$ cat config.mk
export PLATFORM = sky130hd
export DESIGN_NAME = delay_timer
export DESIGN_NICKNAME = d
export VERILOG_FILES = /design/src/rtl/delay_timer_pkg.sv /design/src/rtl/delay_timer_chan.sv /design/src/rtl/delay_timer.sv
export SDC_FILE = /design/constraint.sdc
export NUM_CORES = 1
export LEC_CHECK = 0
export ABC_AREA = 1
export CORE_UTILIZATION = 60
export DETAILED_ROUTE_END_ITERATION = 6
export GPL_TIMING_DRIVEN = 0
export HOLD_SLACK_MARGIN = 0.08
export PLACE_DENSITY = 0.87
export SYNTH_ARGS = -nofsm -noshare
export SYNTH_HDL_FRONTEND = slang
export SYNTH_SLANG_ARGS = --single-unit
$ cat constraint.sdc
create_clock -name clk -period 3.8 [get_ports clk]
set_input_delay 0.57 -clock clk [delete_from_list [all_inputs] [get_ports clk]]
set_output_delay 0.57 -clock clk [all_outputs]
set_load 0.05 [all_outputs]
$ cat src/rtl/delay_timer_pkg.sv
// delay_timer_pkg: shared constants, types and helpers for the delay_timer block.
//   DEF_CBITS  - default counter/period width
//   DEF_PERIOD - default period loaded on reset
//   period_t   - period/counter word at the default width
//   ch_idx_w() - width of a channel index (at least 1 bit)
package delay_timer_pkg;

    localparam int unsigned DEF_CBITS  = 14;
    localparam int unsigned DEF_PERIOD = 15000;

    typedef logic [DEF_CBITS-1:0] period_t;

    function automatic int unsigned ch_idx_w(input int unsigned n);
        return (n > 1) ? $clog2(n) : 1;
    endfunction

endpackage

$ cat src/rtl/delay_timer_chan.sv
// delay_timer_chan: one timer channel (counter, active period, pending reload, sticky error).
// Ports:
//   clk_i, rst_i     clock, synchronous active-high reset
//   en_i             count enable
//   load_i           accepted reload for this channel (one cycle)
//   load_period_i    period carried by the reload
//   pend_o           a reload is waiting for the next wrap (or idle cycle)
//   sig_o / flg_o    terminal count reached / still counting
//   err_o            sticky: counter was seen above the period
//   cnt_o            current count
// Optional: DELAY_TIMER_SVA_EN compiles in safety and liveness assertions.
module delay_timer_chan
    import delay_timer_pkg::*;
#(
    parameter int unsigned CBITS   = DEF_CBITS,
    parameter int unsigned DEF_PER = DEF_PERIOD
) (
    input  logic             clk_i,
    input  logic             rst_i,
    input  logic             en_i,
    input  logic             load_i,
    input  logic [CBITS-1:0] load_period_i,
    output logic             pend_o,
    output logic             sig_o,
    output logic             flg_o,
    output logic             err_o,
    output logic [CBITS-1:0] cnt_o
);

    typedef logic [CBITS-1:0] cnt_t;

    cnt_t cnt_q, cnt_d;
    cnt_t per_q, per_d;
    cnt_t pend_val_q, pend_val_d;
    logic pend_q, pend_d;
    logic err_q, err_d;

    always_comb begin
        cnt_d      = cnt_q;
        per_d      = per_q;
        pend_val_d = pend_val_q;
        pend_d     = pend_q;
        err_d      = err_q | (cnt_q > per_q);

        if (en_i && (cnt_q >= per_q)) begin
            // Wrap: the only point where an enabled channel may switch period.
            cnt_d = '0;
            if (pend_q) begin
                per_d  = pend_val_q;
                pend_d = 1'b0;
            end
        end else if (!en_i && pend_q) begin
            // Idle channel takes a pending period immediately and restarts from zero.
            per_d  = pend_val_q;
            cnt_d  = '0;
            pend_d = 1'b0;
        end else if (en_i) begin
            cnt_d = cnt_q + cnt_t'(1);
        end

        // Accept is only possible with pend_q low, so it never races the clears above.
        if (load_i) begin
            pend_val_d = load_period_i;
            pend_d     = 1'b1;
        end
    end

    always_ff @(posedge clk_i) begin
        if (rst_i) begin
            cnt_q      <= '0;
            per_q      <= cnt_t'(DEF_PER);
            pend_val_q <= '0;
            pend_q     <= 1'b0;
            err_q      <= 1'b0;
        end else begin
            cnt_q      <= cnt_d;
            per_q      <= per_d;
            pend_val_q <= pend_val_d;
            pend_q     <= pend_d;
            err_q      <= err_d;
        end
    end

    assign pend_o = pend_q;
    assign sig_o  = (cnt_q >= per_q);
    assign flg_o  = (cnt_q < per_q);
    assign err_o  = err_q;
    assign cnt_o  = cnt_q;

`ifdef DELAY_TIMER_SVA_EN
    a_no_err : assert property (@(posedge clk_i) disable iff (rst_i) !err_o);

    // While enabled, a counting channel keeps counting until it reaches its terminal count.
    a_live : assert property (@(posedge clk_i) disable iff (rst_i || !en_i)
        flg_o |-> (flg_o s_until sig_o));
`else
`endif

endmodule

$ cat src/rtl/delay_timer.sv
// delay_timer: CH-channel programmable period timer with run-time period reload.
// Ports:
//   clk, rst              clock, synchronous active-high reset
//   en[CH]                per-channel count enable
//   cfg_valid/cfg_ready   reload handshake; cfg_ch selects channel, cfg_period is new period
//   sig[CH]               terminal count reached
//   flg[CH]               still counting
//   err[CH]               sticky safety violation
//   cnt_o[CH*CBITS]       packed counters, channel 0 in the LSBs
// Optional: DELAY_TIMER_SVA_EN compiles in assertions and the handshake assumption.
module delay_timer
    import delay_timer_pkg::*;
#(
    parameter int unsigned CH         = 4,
    parameter int unsigned CBITS      = delay_timer_pkg::DEF_CBITS,
    parameter int unsigned DEF_PERIOD = delay_timer_pkg::DEF_PERIOD
) (
    input  logic                         clk,
    input  logic                         rst,
    input  logic [CH-1:0]                en,
    input  logic                         cfg_valid,
    output logic                         cfg_ready,
    input  logic [ch_idx_w(CH)-1:0]      cfg_ch,
    input  logic [CBITS-1:0]             cfg_period,
    output logic [CH-1:0]                sig,
    output logic [CH-1:0]                flg,
    output logic [CH-1:0]                err,
    output logic [CH*CBITS-1:0]          cnt_o
);

    localparam int unsigned CHW   = ch_idx_w(CH);
    localparam int unsigned NSLOT = 2 ** CHW;

    logic [CH-1:0]    pend;
    logic [CH-1:0]    load;
    logic [NSLOT-1:0] pend_ext;
    logic             accept;

    // Unused index codes (CH not a power of two) look permanently busy.
    always_comb begin
        pend_ext         = '1;
        pend_ext[CH-1:0] = pend;
    end

    assign cfg_ready = !rst && !pend_ext[cfg_ch];
    assign accept    = cfg_valid && cfg_ready;

    for (genvar i = 0; i < CH; i++) begin : g_chan
        assign load[i] = accept && (cfg_ch == CHW'(i));

        delay_timer_chan #(
            .CBITS   (CBITS),
            .DEF_PER (DEF_PERIOD)
        ) u_chan (
            .clk_i         (clk),
            .rst_i         (rst),
            .en_i          (en[i]),
            .load_i        (load[i]),
            .load_period_i (cfg_period),
            .pend_o        (pend[i]),
            .sig_o         (sig[i]),
            .flg_o         (flg[i]),
            .err_o         (err[i]),
            .cnt_o         (cnt_o[i*CBITS +: CBITS])
        );
    end

`ifdef DELAY_TIMER_SVA_EN
    m_cfg_stable : assume property (@(posedge clk) disable iff (rst)
        (cfg_valid && !cfg_ready) |=> (cfg_valid && $stable(cfg_ch) && $stable(cfg_period)));
`else
`endif

endmodule

==> flow_summary_export.csv, run 1 <==
group,metric,value,unit
grt,grt_max_degree,17,
route,firstDrtPassIters,6,
logic_synthesis,syn_area,8790,um^2
logic_synthesis,synthArstFlopShare,0,%
grt,grt_overflow_total,0,
sta,finalSetupViolCount,0,
sta,maxClockFrequency,292,MHz
placed_design,io_buffers,87,
route,vias_per_cell,5.29,
floorplanning,rows,43,
worst_setup_path,path_cells,"ha_1 -> nand2_1 -> inv_1 -> nand2_1 -> nand2_1 -> a21oi_1 -> nand2_1 -> inv_1 -> buf_4 -> clkdlybuf4s50_1",
floorplanning,ios,92,
logic_synthesis,ys.flop_type,"dfxtp_1",
route,detail-route-antenna-nets,0,
worst_setup_path,cp_slowest_cell,"clkdlybuf4s50_1",
sta,post-route-period-util,90.2,%
floorplanning,dieArea,15100,um^2
power_and_ir_drop,ir_drop,0.000317,V
route,drcViolationCount,0,
cells_and_area,nets,1369,
clock_network,clock_path_buffers,2,
route,drt_iter0_markers,524,
worst_setup_path,critPathTopFamily,"buffers and inverters",
sta,slew_violations,0,
floorplanning,core,14100,um^2
logic_synthesis,yosysMostFrequentCell,"nand2_1",
clock_network,cts_sinks,176,
floorplanning,start_util,62.4,%
logic_synthesis,synthesis.instances,1180,
clock_network,clk_latency,0.43,ns
logic_synthesis,synth.avg_cell_area,7.45,um^2
cells_and_area,diodes,0,
worst_setup_path,required,3.23,ns
route,finalWirelength,19900,um
logic_synthesis,synthTopCellsByArea,"dfxtp_1 40%, nand2_1 8.8%, ha_1 8.5%",
logic_synthesis,syn_nets,1263,
logic_synthesis,yosys.area.top_type,"dfxtp_1",
placed_design,dp_hpwl,14200,um
route,vias,7820,
sta,rsz0062_at_grt,"false",
sta,worst_pin_slew,0.601,ns
worst_setup_path,cp.buffers_inverters,4,
hold_path,min_path_type,"in2reg",
floorplanning,die_w,123,um
logic_synthesis,ys_seq_area_share,40.1,%
floorplanning,fp.dieH,123,um
grt,grt_pass1_wl,32800,um
placed_design,gp_congestion,0.858,
clock_network,clockRootBuffer,"clkbuf_16",
worst_setup_path,crit_fanout,5,
cells_and_area,fillCellCount,1076,
clock_network,path_clk_slew,0.06,ns
logic_synthesis,yosysTopAreaCellShare,40.1,%
worst_setup_path,critPathMaxStageDelay,0.78,ns
grt,grt_pass1_vias,7300,
worst_setup_path,cpMostUsedCell,"nand2_1",
logic_synthesis,ys_types,29,
clock_network,tritoncts,"built",
route,avgRoutedWirePerCell,13.5,um
clock_network,cts_buffers,17,
clock_network,cts_hold_buf,0,
grt,grt_usage,27.6,%
clock_network,cts_resized,0,
worst_setup_path,crit_path_end_kind,"output pin",
logic_synthesis,synth_common_cells,"206 x nand2_1, 179 x inv_1, 176 x dfxtp_1, 122 x nor2_1, 108 x a21oi_1",
grt,antenna_found_initial,0,
worst_setup_path,cp-start-kind,"register",
logic_synthesis,ys_ff_latch,176,
cells_and_area,syn2layout_area_growth,19.2,%
worst_setup_path,crit_arrival,2.86,ns
run_status,outcome,"complete, no violations",
flow_run,maxCapViolCount,0,
cells_and_area,post-route-util,74.3,%
clock_network,htree_levels,4,
sta,layout_min_cycle_time,3.43,ns
clock_network,post-cts-setup-buffers,0,
power_and_ir_drop,power-per-cell-area,377,nW/um^2
worst_setup_path,worst-setup-path-type,"reg2out",
sta,finalHoldViolCount,0,
sta,fin_setup_tns,0,ns
power_and_ir_drop,p_leak,4.61,nW
logic_synthesis,synth_edf_count,0,
sta,slew_headroom,59.9,%
cells_and_area,drive_gt1_share,8.01,%
logic_synthesis,yosysWarnings,0,
sta,fin_skew,0.00685,ns
-- metrics by stage --
| step | power [mW] | hold slack (ns) | setup WS [ns] | instance area, um^2 | cells |
|---|---|---|---|---|---|
| after global routing | 4.08 | 0.386 | 0.192 | 10500 | 1479 |
| after detailed placement | 2.24 | 0.436 | 0.804 | 9890 | 1447 |
| after global placement | 2.22 | 0.434 | 0.807 | 9890 | 1447 |
| after floorplan | 2.14 | 0.423 | 1.42 | 8790 | 1180 |
| final | 3.95 | 0.395 | 0.372 | 10500 | 1479 |
| after CTS | 3.96 | 0.386 | 0.386 | 10500 | 1479 |
-- path summary, 6_finish.rpt --
| kind | to | cells past startpoint | startpoint | slack, ns |
|---|---|---|---|---|
| hold reg to reg | g_chan[1].u_chan.pend_val_q[9] | 2 | g_chan[1].u_chan.pend_val_q[9] | 0.44 |
| setup reg to reg | g_chan[0].u_chan.cnt_o[9] | 11 | g_chan[0].u_chan.cnt_o[9] | 1.71 |
| hold / removal | g_chan[0].u_chan.pend_o | 2 | rst | 0.40 |
| setup / recovery | flg[0] | 10 | g_chan[0].u_chan.cnt_o[9] | 0.37 |
-- where the power goes --
group | switching (mW) | total (mW) | internal (mW)
Sequential | 0.0225 | 1.91 | 1.88
Clock | 0.715 | 1.75 | 1.04
Combinational | 0.192 | 0.296 | 0.104
Total | 0.930 | 3.95 | 3.02
-- area by class of cell --
type / count / area (um^2) / share of cell area [%]
sequential: 176 / 3520 / 33.6
inverter: 180 / 678 / 6.47
clock inverter: 9 / 106 / 1.01
multi-input combinational: 760 / 4190 / 40.0
tap: 180 / 225 / 2.15
clock buffer: 23 / 488 / 4.66
buffer: 64 / 397 / 3.78
timing repair buffer: 87 / 871 / 8.31
-- state kept, by name (all words and copies together) (netlist names) --
name,flops
g_chan.u_chan.cnt_o,56
g_chan.u_chan.err_o,4
g_chan.u_chan.pend_o,4
g_chan.u_chan.pend_val_q,56
g_chan.u_chan.per_q,56
-- worst register-to-register path: cells and delay by family (launching register included) --
family / cells / cell delay, ns
flops: 1 / 0.44
buf+inv: 2 / 0.26
simple gates: 6 / 0.64
compound gates: 2 / 0.38
fa+ha+maj: 1 / 0.30
-- routing by layer --
metal	share of wire, %	wire length (um)	track usage, %
met1	42	8470	33.9
met3	6.5	1290	5.90
met4	2.5	495	10.3
met5	0	0	0
met2	49	9680	47.5
-- kinds of logic (layout without fill, tap and decap cells) --
| family | count (synthesis) | count (layout) | synth area share [%] |
|---|---|---|---|
| buffers and inverters | 244 | 363 | 12.2 |
| multiplexers | 3 | 3 | 0.342 |
| AO/OA/AOI/OAI | 169 | 169 | 9.75 |
| flip-flops | 176 | 176 | 40.1 |
| XOR/XNOR | 50 | 50 | 4.98 |
| adder cells (fa/ha/maj) | 60 | 60 | 8.54 |
| AND/OR/NAND/NOR | 478 | 478 | 24.1 |
-- layout by cell type, fill, tap and decap left out, types with 11 or more instances in the layout --
| master | count |
|---|---|
| a21oi_1 | 108 |
| buf_2 | 11 |
| buf_4 | 26 |
| clkbuf_1 | 22 |
| clkbuf_16 | 17 |
| clkdlybuf4s50_1 | 87 |
| dfxtp_1 | 176 |
| ha_1 | 60 |
| inv_1 | 179 |
| nand2_1 | 206 |
| nand3_1 | 100 |
| nand4_1 | 13 |
| nor2_1 | 122 |
| o21ai_0 | 57 |
| xnor2_1 | 22 |
| xor2_1 | 28 |
No activity file was read; power rests on OpenSTA's default activity.
==> run 2: changes to the inputs <==
--- a/config.mk
+++ b/config.mk
@@ -8,7 +8,6 @@
 export ABC_AREA = 1
 export CORE_UTILIZATION = 60
 export DETAILED_ROUTE_END_ITERATION = 6
-export GPL_TIMING_DRIVEN = 0
 export HOLD_SLACK_MARGIN = 0.08
 export PLACE_DENSITY = 0.87
 export SYNTH_ARGS = -nofsm -noshare
==> run 2 against run 1 <==
Compared with the run above:
- routed wire length decreased by 8.9%
- global-route usage decreased by 1.9 points
- non-clock buffer count decreased by 55
- sequential cell count unchanged
- sequential share of layout area increased by 1.0 points
- register-to-register slack got worse by 0.36 ns
- via count decreased by 4.4%
- core utilization decreased by 2.2 points
- fmax increased by 3.9%
- largest cell class unchanged
==> flow_summary_export.csv, run 2 (synthesis gave the netlist of run 1 again) <==
group,metric,value,unit
worst_setup_path,ff2ff_setup_slack,1.35,ns
sta,fin_skew,0.00865,ns
sta,finalHoldViolCount,0,
clock_network,clock_path_buffers,2,
sta,layout_min_cycle_time,3.30,ns
clock_network,cts_hold_buf,0,
sta,fin_setup_tns,0,ns
route,firstDrtPassIters,5,
route,drcViolationCount,0,
clock_network,path_clk_slew,0.07,ns
worst_setup_path,crit_fanout,3,
placed_design,dp_cells,1392,
placed_design,gp_congestion,0.835,
clock_network,clk_latency,0.43,ns
cells_and_area,final_cell_mix,"206 x nand2_1, 179 x inv_1, 176 x dfxtp_1, 122 x nor2_1, 108 x a21oi_1",
worst_setup_path,worst-setup-path-type,"reg2out",
clock_network,post-cts-setup-buffers,0,
grt,met1_usage,32.3,%
sta,post-route-period-util,86.8,%
placed_design,dpl_cell_area,9590,um^2
cells_and_area,final_common_cell,"nand2_1",
hold_path,worstHoldPathCells,2,
grt,grt_max_degree,117,
grt,grt_overflow_total,0,
grt,use_met2,42.7,%
power_and_ir_drop,total_power,3.91,mW
route,finalWirelength,18200,um
route,vias,7475,
placed_design,dp_hpwl,12400,um
floorplanning,rows,43,
route,drt_iter0_markers,434,
hold_path,hold_path_startpoint,"g_chan[1].u_chan.pend_val_q[11]",
floorplanning,ios,92,
power_and_ir_drop,p_leak,4.44,nW
hold_path,min_path_type,"reg2reg",
power_and_ir_drop,power-per-cell-area,384,nW/um^2
placed_design,pre_cts_ws,1.01,ns
worst_setup_path,required,3.23,ns
grt,globalRouteMet3Util,7.10,%
sta,slew_headroom,42.2,%
placed_design,io_buffers,91,
cells_and_area,fin_area,10200,um^2
sta,maxClockFrequency,303,MHz
run_status,outcome,"complete, no violations",
clock_network,cts_sinks,176,
floorplanning,core,14100,um^2
sta,slew_violations,0,
cells_and_area,diodes,0,
grt,antenna_found_initial,0,
sta,worst_slack,0.502,ns
flow_run,maxCapViolCount,0,
floorplanning,dieArea,15100,um^2
worst_setup_path,crit_path_end_kind,"output pin",
worst_setup_path,crit_arrival,2.73,ns
cells_and_area,stdcell_count,1424,
worst_setup_path,reg2reg_depth,10,
clock_network,cts_resized,0,
floorplanning,die_w,123,um
clock_network,cts_buffers,17,
clock_network,tritoncts,"built",
worst_setup_path,cp-start-kind,"register",
route,avgRoutedWirePerCell,12.8,um
grt,grt_pass1_vias,6925,
grt,grt_pass1_wl,30700,um
grt,grt_busiest_layer,"met2",
cells_and_area,nets,1314,
floorplanning,start_util,62.4,%
worst_setup_path,timing.rr.start,"g_chan[0].u_chan.cnt_o[12]",
grt,grt_usage,25.7,%
cells_and_area,syn2layout_area_growth,15.8,%
sta,finalSetupViolCount,0,
floorplanning,fp.dieH,123,um
sta,worst_pin_slew,0.866,ns
sta,rsz0062_at_grt,"false",
cells_and_area,drive_gt1_share,5.31,%
route,detail-route-antenna-nets,0,
worst_setup_path,timing.rr.end,"g_chan[0].u_chan.per_q[4]",
clock_network,clockRootBuffer,"clkbuf_16",
power_and_ir_drop,ir_drop,0.000338,V
route,vias_per_cell,5.25,
hold_path,holdPathEnd,"g_chan[1].u_chan.pend_val_q[11]",
clock_network,htree_levels,4,
==> run 2: cell count changes in the layout (fill, tap and decap cells not counted), sizes merged <==
cell / change
clkinvlp: -1
clkbuf: -20
buf: -38
clkdlybuf4s50: +3
clkinv: +1
==> run 2: layout make-up <==
type | instances | area [um^2]
Clock buffer | 23 | 478
Clock inverter | 9 | 108
Fill cell | 1096 | 3920
Inverter | 180 | 678
Multi-Input combinational cell | 760 | 4190
Sequential cell | 176 | 3520
Tap cell | 180 | 225
Timing Repair Buffer | 96 | 971
==> run 2: metrics by stage <==
| step | util [%] | hold WS (ns) |
|---|---|---|
| floorplan | - | 0.423 |
| global placement | 68.0 | 0.432 |
| detailed placement | 68.0 | 0.436 |
| CTS | 72.2 | 0.446 |
| global route | 72.2 | 0.460 |
| finish | 72.2 | 0.448 |
==> run 2: worst max-delay path by stage <==
stage / from / endpoint / slack (ns) / cells past startpoint
4_1_cts: g_chan[0].u_chan.per_q[13] / sig[0] / 0.49 / 11
5_1_grt: g_chan[0].u_chan.per_q[12] / sig[0] / 0.32 / 11
3_3_place_gp: g_chan[2].u_chan.per_q[13] / sig[2] / 1.09 / 11
3_5_place_dp: g_chan[0].u_chan.cnt_o[12] / sig[0] / 1.01 / 10
2_1_floorplan: g_chan[3].u_chan.cnt_o[7] / sig[3] / 1.42 / 10
6_report: g_chan[0].u_chan.per_q[13] / sig[0] / 0.50 / 11
==> run 2: worst max-delay path, cell delays in order, from the launching register on <==
cell	delay [ns]
dfxtp_1	0.33
inv_1	0.04
ha_1	0.29
nand2_1	0.09
nor2_1	0.18
inv_1	0.06
nor2_1	0.14
nand2_1	0.10
nand2_1	0.11
inv_1	0.08
nand2_1	0.06
clkdlybuf4s50_1	0.80
==> run 2: metal layers <==
metal  wire, um  vias up
li1           -     3837
met1       8160     3436
met2       8720      171
met3        990       31
met4        289        0
met5          0        -
==> run 2: power breakdown <==
| part | total (mW) | switching, mW | leakage (nW) | internal [mW] |
|---|---|---|---|---|
| clock network | 1.73 | 0.712 | 0.283 | 1.02 |
| registers | 1.91 | 0.0243 | 1.43 | 1.88 |
| logic | 0.269 | 0.176 | 2.73 | 0.0928 |
| total | 3.91 | 0.912 | 4.44 | 3.00 |
==> run 3: changes to the inputs <==
--- a/config.mk
+++ b/config.mk
@@ -10,6 +10,7 @@
 export DETAILED_ROUTE_END_ITERATION = 6
 export HOLD_SLACK_MARGIN = 0.08
 export PLACE_DENSITY = 0.87
+export REMOVE_ABC_BUFFERS = 1
 export SYNTH_ARGS = -nofsm -noshare
 export SYNTH_HDL_FRONTEND = slang
 export SYNTH_SLANG_ARGS = --single-unit
==> run 3 against run 2 <==
Compared with the run above:
- die area is the same
- critical path depth shrank 2
- clock skew shrank 0.0024 ns
- fmax grew 0.45%
- largest power group unchanged
==> flow_summary_export.csv, run 3 (synthesis gave the netlist of run 1 again) <==
group,metric,value,unit
sta,fin_skew,0.00626,ns
worst_setup_path,crit_fanout,7,
power_and_ir_drop,swShare,23.2,%
power_and_ir_drop,p_leak,4.43,nW
sta,fin_setup_tns,0,ns
route,firstDrtPassIters,5,
floorplanning,core,14100,um^2
floorplanning,rows,43,
clock_network,cts_hold_buf,0,
cells_and_area,post-route-util,72.2,%
placed_design,dp_cells,1391,
route,vias,7499,
floorplanning,start_util,62.4,%
grt,grt_pass1_vias,6873,
placed_design,io_buffers,91,
cells_and_area,final_cell_mix,"206 x nand2_1, 179 x inv_1, 176 x dfxtp_1, 122 x nor2_1, 108 x a21oi_1",
worst_setup_path,crit_path_end_kind,"output pin",
sta,post-route-period-util,86.4,%
sta,finalSetupViolCount,0,
clock_network,htree_levels,4,
floorplanning,ios,92,
floorplanning,dieArea,15100,um^2
worst_setup_path,crit_arrival,2.71,ns
cells_and_area,nets,1313,
cells_and_area,diodes,0,
clock_network,cts_buffers,17,
sta,slew_violations,0,
clock_network,cts_resized,0,
sta,slew_headroom,41.7,%
grt,antenna_found_initial,0,
power_and_ir_drop,ir_drop,0.000333,V
hold_path,min_path_type,"reg2reg",
clock_network,path_clk_slew,0.06,ns
placed_design,dp_hpwl,12700,um
worst_setup_path,critPathMaxStageDelay,0.81,ns
grt,grt_overflow_total,0,
power_and_ir_drop,p_seq_share,48.6,%
route,drcViolationCount,0,
sta,layout_min_cycle_time,3.28,ns
cells_and_area,final_common_cell,"nand2_1",
worst_setup_path,worst-setup-path-type,"reg2out",
run_status,outcome,"complete, no violations",
worst_setup_path,path_cells,"ha_1 -> nand2_1 -> nand2_1 -> nand2_1 -> nand2_1 -> a21oi_1 -> nand2_1 -> inv_1 -> clkdlybuf4s50_1",
cells_and_area,stdcell_count,1423,
cells_and_area,drive_gt1_share,5.23,%
clock_network,cts_sinks,176,
route,finalWirelength,19000,um
clock_network,post-cts-setup-buffers,0,
power_and_ir_drop,clockPowerShare,44.6,%
worst_setup_path,cp.buffers_inverters,2,
power_and_ir_drop,power-per-cell-area,386,nW/um^2
grt,grt_max_degree,117,
clock_network,clk_latency,0.43,ns
worst_setup_path,cp-start-kind,"register",
route,vias_per_cell,5.27,
worst_setup_path,cpMostUsedCell,"nand2_1",
sta,finalHoldViolCount,0,
placed_design,gp_congestion,0.815,
grt,grt_pass1_wl,31300,um
worst_setup_path,cp_slowest_cell,"clkdlybuf4s50_1",
worst_setup_path,required,3.23,ns
sta,maxClockFrequency,305,MHz
flow_run,maxCapViolCount,0,
worst_setup_path,critPathTopFamily,"buffers and inverters",
power_and_ir_drop,comb_power_share,6.8,%
power_and_ir_drop,total_power,3.93,mW
route,detail-route-antenna-nets,0,
floorplanning,fp.dieH,123,um
cells_and_area,syn2layout_area_growth,15.8,%
route,drt_iter0_markers,633,
sta,worst_pin_slew,0.873,ns
clock_network,tritoncts,"built",
grt,grt_usage,26.4,%
clock_network,clock_path_buffers,2,
floorplanning,die_w,123,um
power_and_ir_drop,cell_internal_pwr,3.01,mW
sta,rsz0062_at_grt,"false",
power_and_ir_drop,p_switching,913,uW
clock_network,clockRootBuffer,"clkbuf_16",
route,avgRoutedWirePerCell,13.3,um
## run 3: power by group through the flow
stage	clock network [mW]	logic, mW	registers, mW
2_1_floorplan	0	0.141	1.97
3_3_place_gp	0	0.257	1.95
3_5_place_dp	0	0.265	1.95
4_1_cts	1.77	0.268	1.91
5_1_grt	1.85	0.295	1.91
6_report	1.75	0.267	1.91
## run 3: tightest hold or removal path: stages, from the launching register on
cell,delay [ns]
dfxtp_1,0.31
inv_1,0.05
a21oi_1,0.05
## run 3: area by class of cell
cell class,count,area (um^2)
multi-input cells,760,4190
fillers,1087,3920
flip-flops and latches,176,3520
repair buffers,95,963
inverters,180,678
clock buffers,24,492
well taps,180,225
clock inverters,8,104
## run 3: per-layer routing
metal	track usage, %	part of all wire (%)
met2	45.2	50
met5	0	0
met4	11.6	2.2
met1	32.5	43
met3	4.75	4.6
## run 3: final timing paths
kind / cells after the start / to / from / slack, ns
worst min register to register: 2 / g_chan[3].u_chan.pend_val_q[3] / g_chan[3].u_chan.pend_val_q[3] / 0.45
worst max-delay path: 9 / flg[3] / g_chan[3].u_chan.cnt_o[7] / 0.52
worst min-delay path: 2 / g_chan[3].u_chan.pend_val_q[3] / g_chan[3].u_chan.pend_val_q[3] / 0.45
worst max register to register: 10 / g_chan[3].u_chan.per_q[9] / g_chan[3].u_chan.cnt_o[7] / 1.28
## run 3: stage by stage
| stage | worst slack (ns) | instance area, um^2 | hold slack [ns] |
|---|---|---|---|
| global route | 0.343 | 10200 | 0.461 |
| floorplan | 0.956 | 8390 | 0.426 |
| CTS | 0.524 | 10200 | 0.446 |
| detailed placement | 1.01 | 9580 | 0.436 |
| global placement | 1.09 | 9580 | 0.432 |
| finish | 0.517 | 10200 | 0.446 |
